**src/rtl/benz_pkg.sv**
```systemverilog
// ============================================================================
// benz_pkg
//   Shared types and constants for the instruction-fetch path.
//   - word_t        : 32-bit machine word
//   - fetch_entry_t : prefetch buffer entry {pc, instr}
//   - RESET_PC_DEFAULT : default first fetch address after reset
//   - word_align()  : force a byte address down to a word boundary
// Revision: 1.0 - initial release
// ============================================================================
`default_nettype none

package benz_pkg;

  typedef logic [31:0] word_t;

  typedef struct packed {
    word_t pc;
    word_t instr;
  } fetch_entry_t;

  localparam word_t RESET_PC_DEFAULT = 32'h0000_0000;

  function automatic word_t word_align(input word_t addr);
    return {addr[31:2], 2'b00};
  endfunction

endpackage

`default_nettype wire

```
**src/rtl/fetch_fifo.sv**
```systemverilog
// ============================================================================
// fetch_fifo
//   Prefetch buffer holding fetched instruction words with their addresses.
//   Circular buffer of DEPTH entries (DEPTH a power of two), synchronous flush.
//   A simultaneous push and pop is legal when full; the slot being written is
//   the one being released by the pop.
// Ports:
//   clk_50   in   clock
//   rst_n    in   asynchronous active-low reset (buffer cleared, entries zeroed)
//   flush_i  in   empty the buffer at the next edge (overrides push/pop)
//   push_i   in   write data_i at the tail
//   data_i   in   entry to write
//   pop_i    in   release the head entry (caller guarantees non-empty)
//   head_o   out  head entry
//   count_o  out  number of valid entries (0..DEPTH)
// Revision: 1.0 - initial release
// ============================================================================
`default_nettype none

module fetch_fifo
  import benz_pkg::*;
#(
  parameter int DEPTH = 4
) (
  input  logic                     clk_50,
  input  logic                     rst_n,
  input  logic                     flush_i,
  input  logic                     push_i,
  input  fetch_entry_t             data_i,
  input  logic                     pop_i,
  output fetch_entry_t             head_o,
  output logic [$clog2(DEPTH):0]   count_o
);

  localparam int AW = $clog2(DEPTH);

  fetch_entry_t    mem_q [DEPTH];
  logic [AW-1:0]   rd_q;
  logic [AW-1:0]   wr_q;
  logic [AW:0]     cnt_q;

  always_ff @(posedge clk_50 or negedge rst_n) begin
    if (!rst_n) begin
      for (int i = 0; i < DEPTH; i++) begin
        mem_q[i] <= '0;
      end
      rd_q  <= '0;
      wr_q  <= '0;
      cnt_q <= '0;
    end else if (flush_i) begin
      rd_q  <= '0;
      wr_q  <= '0;
      cnt_q <= '0;
    end else begin
      if (push_i) begin
        mem_q[wr_q] <= data_i;
        wr_q        <= wr_q + AW'(1);
      end
      if (pop_i) begin
        rd_q <= rd_q + AW'(1);
      end
      cnt_q <= cnt_q + (AW+1)'(push_i) - (AW+1)'(pop_i);
    end
  end

  assign head_o  = mem_q[rd_q];
  assign count_o = cnt_q;

endmodule

`default_nettype wire

```
**src/rtl/fetch_unit.sv**
```systemverilog
// ============================================================================
// fetch_unit
//   Instruction fetch front end. Issues sequential word reads to memory under
//   a credit limit (buffered + outstanding < DEPTH), buffers in-order responses
//   in fetch_fifo and presents them to the decoder. A redirect flushes the
//   buffer, restarts fetch at the word-aligned redirect address and drops all
//   responses belonging to requests issued before the redirect.
// Configuration:
//   FETCH_ALIGN_CHECK_EN : when defined, a redirect with redirect_pc[1:0]!=0
//                          sets the sticky fetch_err flag. When undefined,
//                          fetch_err is tied low.
// Ports:
//   clk_50       in   clock
//   rst_n        in   asynchronous active-low reset
//   mem_req      out  word read request (held until mem_gnt)
//   mem_addr     out  request byte address, word aligned
//   mem_gnt      in   request accepted this cycle
//   mem_rvalid   in   read data valid (in request order)
//   mem_rdata    in   read data
//   redirect     in   flush and restart fetch
//   redirect_pc  in   restart address
//   instr_valid  out  instruction available
//   instr        out  instruction word
//   instr_pc     out  address of instr
//   instr_ready  in   decoder consumes when instr_valid && instr_ready
//   fetch_err    out  sticky misaligned-redirect flag
// Revision: 1.0 - initial release
// ============================================================================
`default_nettype none

module fetch_unit
  import benz_pkg::*;
#(
  parameter word_t RESET_PC = RESET_PC_DEFAULT,
  parameter int    DEPTH    = 4
) (
  input  logic        clk_50,
  input  logic        rst_n,
  output logic        mem_req,
  output logic [31:0] mem_addr,
  input  logic        mem_gnt,
  input  logic        mem_rvalid,
  input  logic [31:0] mem_rdata,
  input  logic        redirect,
  input  logic [31:0] redirect_pc,
  output logic        instr_valid,
  output logic [31:0] instr,
  output logic [31:0] instr_pc,
  input  logic        instr_ready,
  output logic        fetch_err
);

  localparam int CW = $clog2(DEPTH) + 1;

  // Request port registers
  logic          req_q,   req_d;
  word_t         addr_q,  addr_d;
  // Next address to issue as a fresh request
  word_t         fpc_q,   fpc_d;
  // Address of the next response that will be kept
  word_t         rpc_q,   rpc_d;
  // Granted requests whose response has not yet arrived (kept or dropped)
  logic [CW-1:0] out_q,   out_d;
  // Responses still to be discarded
  logic [CW-1:0] drop_q,  drop_d;
  // Pending request was issued before a redirect; drop its response on grant
  logic          stale_q, stale_d;

  logic          grant;
  logic          push;
  logic          pop;
  logic          hold;
  word_t         target;
  word_t         fpc_eff;
  logic [CW-1:0] cnt;
  logic [CW-1:0] cnt_next;
  logic [CW:0]   used_next;
  fetch_entry_t  head;
  fetch_entry_t  push_entry;

  assign target = word_align(redirect_pc);

  always_comb begin
    grant      = req_q & mem_gnt;
    hold       = req_q & ~mem_gnt;
    pop        = (cnt != '0) & instr_ready;
    // A response arriving together with a redirect belongs to the old stream
    push       = mem_rvalid & (drop_q == '0) & ~redirect;
    push_entry = '{pc: rpc_q, instr: mem_rdata};

    out_d      = out_q + CW'(grant) - CW'(mem_rvalid);
    cnt_next   = redirect ? '0 : (cnt + CW'(push) - CW'(pop));
    used_next  = {1'b0, cnt_next} + {1'b0, out_d};

    fpc_eff    = redirect ? target : fpc_q;
    rpc_d      = redirect ? target : (push ? (rpc_q + 32'd4) : rpc_q);

    if (redirect) begin
      // Every request granted so far (this edge included) returns data that
      // must be dropped; responses already consumed this cycle are excluded
      // by out_d.
      drop_d  = out_d;
      stale_d = hold;
    end else begin
      drop_d  = drop_q - CW'(mem_rvalid && (drop_q != '0)) + CW'(grant && stale_q);
      stale_d = stale_q & ~grant;
    end

    if (hold) begin
      // A pending request keeps its address even across a redirect
      req_d  = 1'b1;
      addr_d = addr_q;
      fpc_d  = fpc_eff;
    end else if (used_next < (CW+1)'(DEPTH)) begin
      req_d  = 1'b1;
      addr_d = fpc_eff;
      fpc_d  = fpc_eff + 32'd4;
    end else begin
      req_d  = 1'b0;
      addr_d = addr_q;
      fpc_d  = fpc_eff;
    end
  end

  always_ff @(posedge clk_50 or negedge rst_n) begin
    if (!rst_n) begin
      req_q   <= 1'b0;
      addr_q  <= RESET_PC;
      fpc_q   <= RESET_PC;
      rpc_q   <= RESET_PC;
      out_q   <= '0;
      drop_q  <= '0;
      stale_q <= 1'b0;
    end else begin
      req_q   <= req_d;
      addr_q  <= addr_d;
      fpc_q   <= fpc_d;
      rpc_q   <= rpc_d;
      out_q   <= out_d;
      drop_q  <= drop_d;
      stale_q <= stale_d;
    end
  end

  fetch_fifo #(
    .DEPTH (DEPTH)
  ) u_fifo (
    .clk_50  (clk_50),
    .rst_n   (rst_n),
    .flush_i (redirect),
    .push_i  (push),
    .data_i  (push_entry),
    .pop_i   (pop),
    .head_o  (head),
    .count_o (cnt)
  );

  assign mem_req     = req_q;
  assign mem_addr    = addr_q;
  assign instr_valid = (cnt != '0);
  assign instr       = head.instr;
  assign instr_pc    = head.pc;

`ifdef FETCH_ALIGN_CHECK_EN
  logic err_q;

  always_ff @(posedge clk_50 or negedge rst_n) begin
    if (!rst_n) begin
      err_q <= 1'b0;
    end else if (redirect && (redirect_pc[1:0] != 2'b00)) begin
      err_q <= 1'b1;
    end
  end

  assign fetch_err = err_q;
`else
  assign fetch_err = 1'b0;
`endif

endmodule

`default_nettype wire

```
**config.mk**
```make
export PLATFORM = sky130hd
export DESIGN_NAME = fetch_unit
export DESIGN_NICKNAME = d
export VERILOG_FILES = /design/src/rtl/benz_pkg.sv /design/src/rtl/fetch_fifo.sv /design/src/rtl/fetch_unit.sv
export SDC_FILE = /design/constraint.sdc
export NUM_CORES = 1
export LEC_CHECK = 0
export CAP_MARGIN = 20
export CORE_MARGIN = 1
export CORE_UTILIZATION = 35
export DETAILED_ROUTE_END_ITERATION = 7
export PLACE_DENSITY_LB_ADDON = 0.1
export SYNTH_ARGS = -nofsm -noshare
export SYNTH_HDL_FRONTEND = slang
export SYNTH_HIERARCHICAL = 1
export SYNTH_SLANG_ARGS = --single-unit
```
**constraint.sdc**
```tcl
create_clock -name clk_50 -period 4.3 [get_ports clk_50]
set_clock_uncertainty 0.2 [all_clocks]
set_input_delay 0.86 -clock clk_50 [delete_from_list [all_inputs] [get_ports clk_50]]
set_output_delay 0.86 -clock clk_50 [all_outputs]
set_load 0.01 [all_outputs]
```
==> out/results.tsv <==
metric	value	unit
Most common cell on crit path	ha_1	
Final Hold Vio Count	0	
GR Overflow Total	0	
# IOs	169	
register area share after synthesis	51.2	%
CTS H-tree depth	2	
drt via density	4.78	
gpl congestion	0.734	
most frequent cells in the layout	363 x dfrtp_1, 213 x mux2_4, 163 x clkdlybuf4s50_1	
Ys Warns	6	
worst reg2reg path depth	16	
# setup viols final	0	
average size of a mapped cell	15.0	µm²
die width	228	µm
Starting Density	35.6	%
final hold slack	135	ps
commonest non-fill, non-tap cell in the layout	dfrtp_1	
Design Power	13.1	mW
Clock transition at path regs	60	ps
run status	finished clean	
final slew viol count	0	
crit path cell chain	or3_1 -> and2_1 -> ha_1 -> inv_1 -> ha_4 -> fa_2 -> xnor2_2 -> nor2_1 -> ha_1 -> or3_4 -> nor4b_4 -> buf_6 -> nand4b_4 -> nor2_4 -> nand4_1 -> xor2_1	
largest net degree at the start of global routing	97	
R2R Path End	fpc_q[29]	
Synth-to-Final Area Change	23.1	%
die area	0.0519	mm²
Slew HR	43.6	%
number of synthesized flops with an enable pin	0	
CP Class	register to register	
Main synth FF type	dfrtp_1	
DRC Markers	0	
CP startpoint kind	register	
Yosys reg bits	365	
P_leak	10.4	nW
initial antenna violation count	0	
layout cells sized above 1	33.7	%
Slew @ Worst Pin	846	ps
Slowest cell on crit path	dfrtp_1	
drt pass-1 iters	6	
Fill cells	4526	
pwr/cell area	595	mW/mm²
arrival time worst endpoint	4330	ps
Post-Syn Instances	1193	
Worst path max stage delay	390	ps
nets@finish	1485	
worst-path maximum fanout	5	
Max Clk Rate	0.244	GHz
Global Route Usage Sum	16.1	%
Worst Hold Class	input pin to asynchronous set/reset pin	
hold buffer count at cts	0	
Max IR drop VDD	0.503	mV
synthesized cell area	0.0178	mm²
# diodes	0	
drt first-iter violations	383	
Routed WL	40300	µm
IO buf count	165	
clock latency on the worst-skew pair	560	ps
Async SR Flop Fraction	100	%
FF-to-FF Start	u_fifo/count_o[0]	
via count	10000	
library cells used by synthesis	63	
DP HPWL	26000	µm
post-route ant nets	0	
final core utilization	43.8	%
first-pass GRT wire length	65900	µm
post-synth top area share	51.2	%
delay-heaviest family, CP	simple AND/OR/NAND/NOR gates	
crit end category	register	
RSZ-0062 raised after global routing	no	
Root Driver	clkbuf_16	
R2R Setup Slk	200	ps
area leader, netlist	dfrtp_1	
post-layout minimum cycle time	4100	ps
Synth area leaders	dfrtp_1 51%, mux2_4 18%, mux4_2 8.1%, mux2_2 3.0%, buf_6 2.0%	
CP Launch Point	u_fifo/count_o[0]	
Max Root-Sink Buffers	3	
Tcrit/Tclk final	95.4	%
Wirelength per Cell	19.2	µm
WP data required	4530	ps
clk sink count	365	
maxcap violations	0	
WP buf/inv	2	
Num CTS Buffers	45	
Core ar.	0.0502	mm²
Die Y	228	µm
vias in the first global route	11100	
Site Rows	82	
CTS tree	yes	
flip-flops by register name (all words and copies together) (netlist names):
register and cells:
u_fifo/mem_q 256, fpc_q 32, mem_addr 32, rpc_q 30, drop_q 3, out_q 3, u_fifo/count_o 3, u_fifo/rd_q 2
u_fifo/wr_q 2, mem_req 1, stale_q 1
worst register-to-register path, stage by stage (launching register included):
cell and delay [ps]:
dfrtp_1 390, or3_1 390, and2_1 200, ha_1 280
inv_1 60, ha_4 160, fa_2 360, xnor2_2 130
nor2_1 60, ha_1 290, or3_4 370, nor4b_4 240
buf_6 170, nand4b_4 180, nor2_4 210, nand4_1 130
xor2_1 170
cell type report:
class                           instances  area, µm²  share of cell area, %
Clock buffer                           66       1330                   6.03
Tap cell                              672        841                   3.83
Multi-Input combinational cell        746       8150                   37.1
Timing Repair Buffer                  214       2180                   9.90
Sequential cell                       365       9140                   41.6
Clock inverter                         15        250                   1.14
Inverter                               23       86.3                  0.393
synthesized netlist by cell type, types with 3 or more instances:
cell and n:
a21oi_1 9, nor3_2 3, nor2b_1 9, xor2_1 35
nor2_1 29, mux2_4 213, fa_1 4, and2_1 5
buf_2 14, o21ai_1 16, buf_6 32, mux4_2 64
ha_1 16, o21ai_0 42, nand2b_1 5, buf_4 6
and4_1 4, nand4_1 9, nor3_1 4, nand2_1 84
xnor2_1 34, a31oi_1 5, dfrtp_1 365, inv_1 23
and3_1 5, nand3b_4 3, nor2_2 3, buf_12 3
mux2i_1 25, clkbuf_1 10, nand3b_1 7, mux2_2 47
nand3_1 24
through the flow:
| step | setup TNS [ps] | setup WS [ps] | instance area [µm²] | cells |
|---|---|---|---|---|
| after CTS | 0 | 69.0 | 21900 | 2099 |
| after global placement | -7550 | -333 | 20400 | 2018 |
| final | 0 | 197 | 22000 | 2101 |
| after floorplan | -1410 | -144 | 18000 | 1201 |
| after global routing | 0 | 0.548 | 22000 | 2101 |
| after detailed placement | -7630 | -349 | 20400 | 2018 |
cell families (layout without fill, tap and decap cells):
logic type / after synthesis / in the layout / synth area share [%]
AO/OA/AOI/OAI: 85 / 85 / 2.69
XOR/XNOR: 70 / 70 / 3.51
adder cells (fa/ha/maj): 20 / 20 / 1.57
buffers and inverters: 90 / 318 / 3.80
flip-flops: 365 / 365 / 51.2
multiplexers: 351 / 351 / 30.5
other: 1 / 9 / 0.0210
AND/OR/NAND/NOR: 211 / 211 / 6.71
power by group:
part | internal (mW) | switching, mW | leakage, nW
Clock | 2.54 | 1.48 | 0.782
Combinational | 2.58 | 1.91 | 4.84
Sequential | 4.08 | 0.482 | 4.82
worst max path at each step:
stage | end | slack, ps | cells past startpoint
3_3_place_gp | fpc_q[30] | -330 | 15
4_1_cts | fpc_q[23] | 70 | 16
3_5_place_dp | fpc_q[23] | -350 | 15
2_1_floorplan | fpc_q[22] | -140 | 18
6_report | fpc_q[29] | 200 | 16
5_1_grt | fpc_q[31] | 0.5 | 16
routing by layer:
| layer | wire, µm | GRT usage [%] |
|---|---|---|
| met5 | 0 | 0 |
| met4 | 778 | 4.73 |
| met3 | 1680 | 3.15 |
| met2 | 18600 | 25.1 |
| met1 | 19200 | 22.5 |
repair_timing:
item,4_1_cts,5_1_grt
resized for setup,0,5
endpoints found under the setup margin,0,12
buffers inserted,0,2
Power figures use the tool's default switching activity.
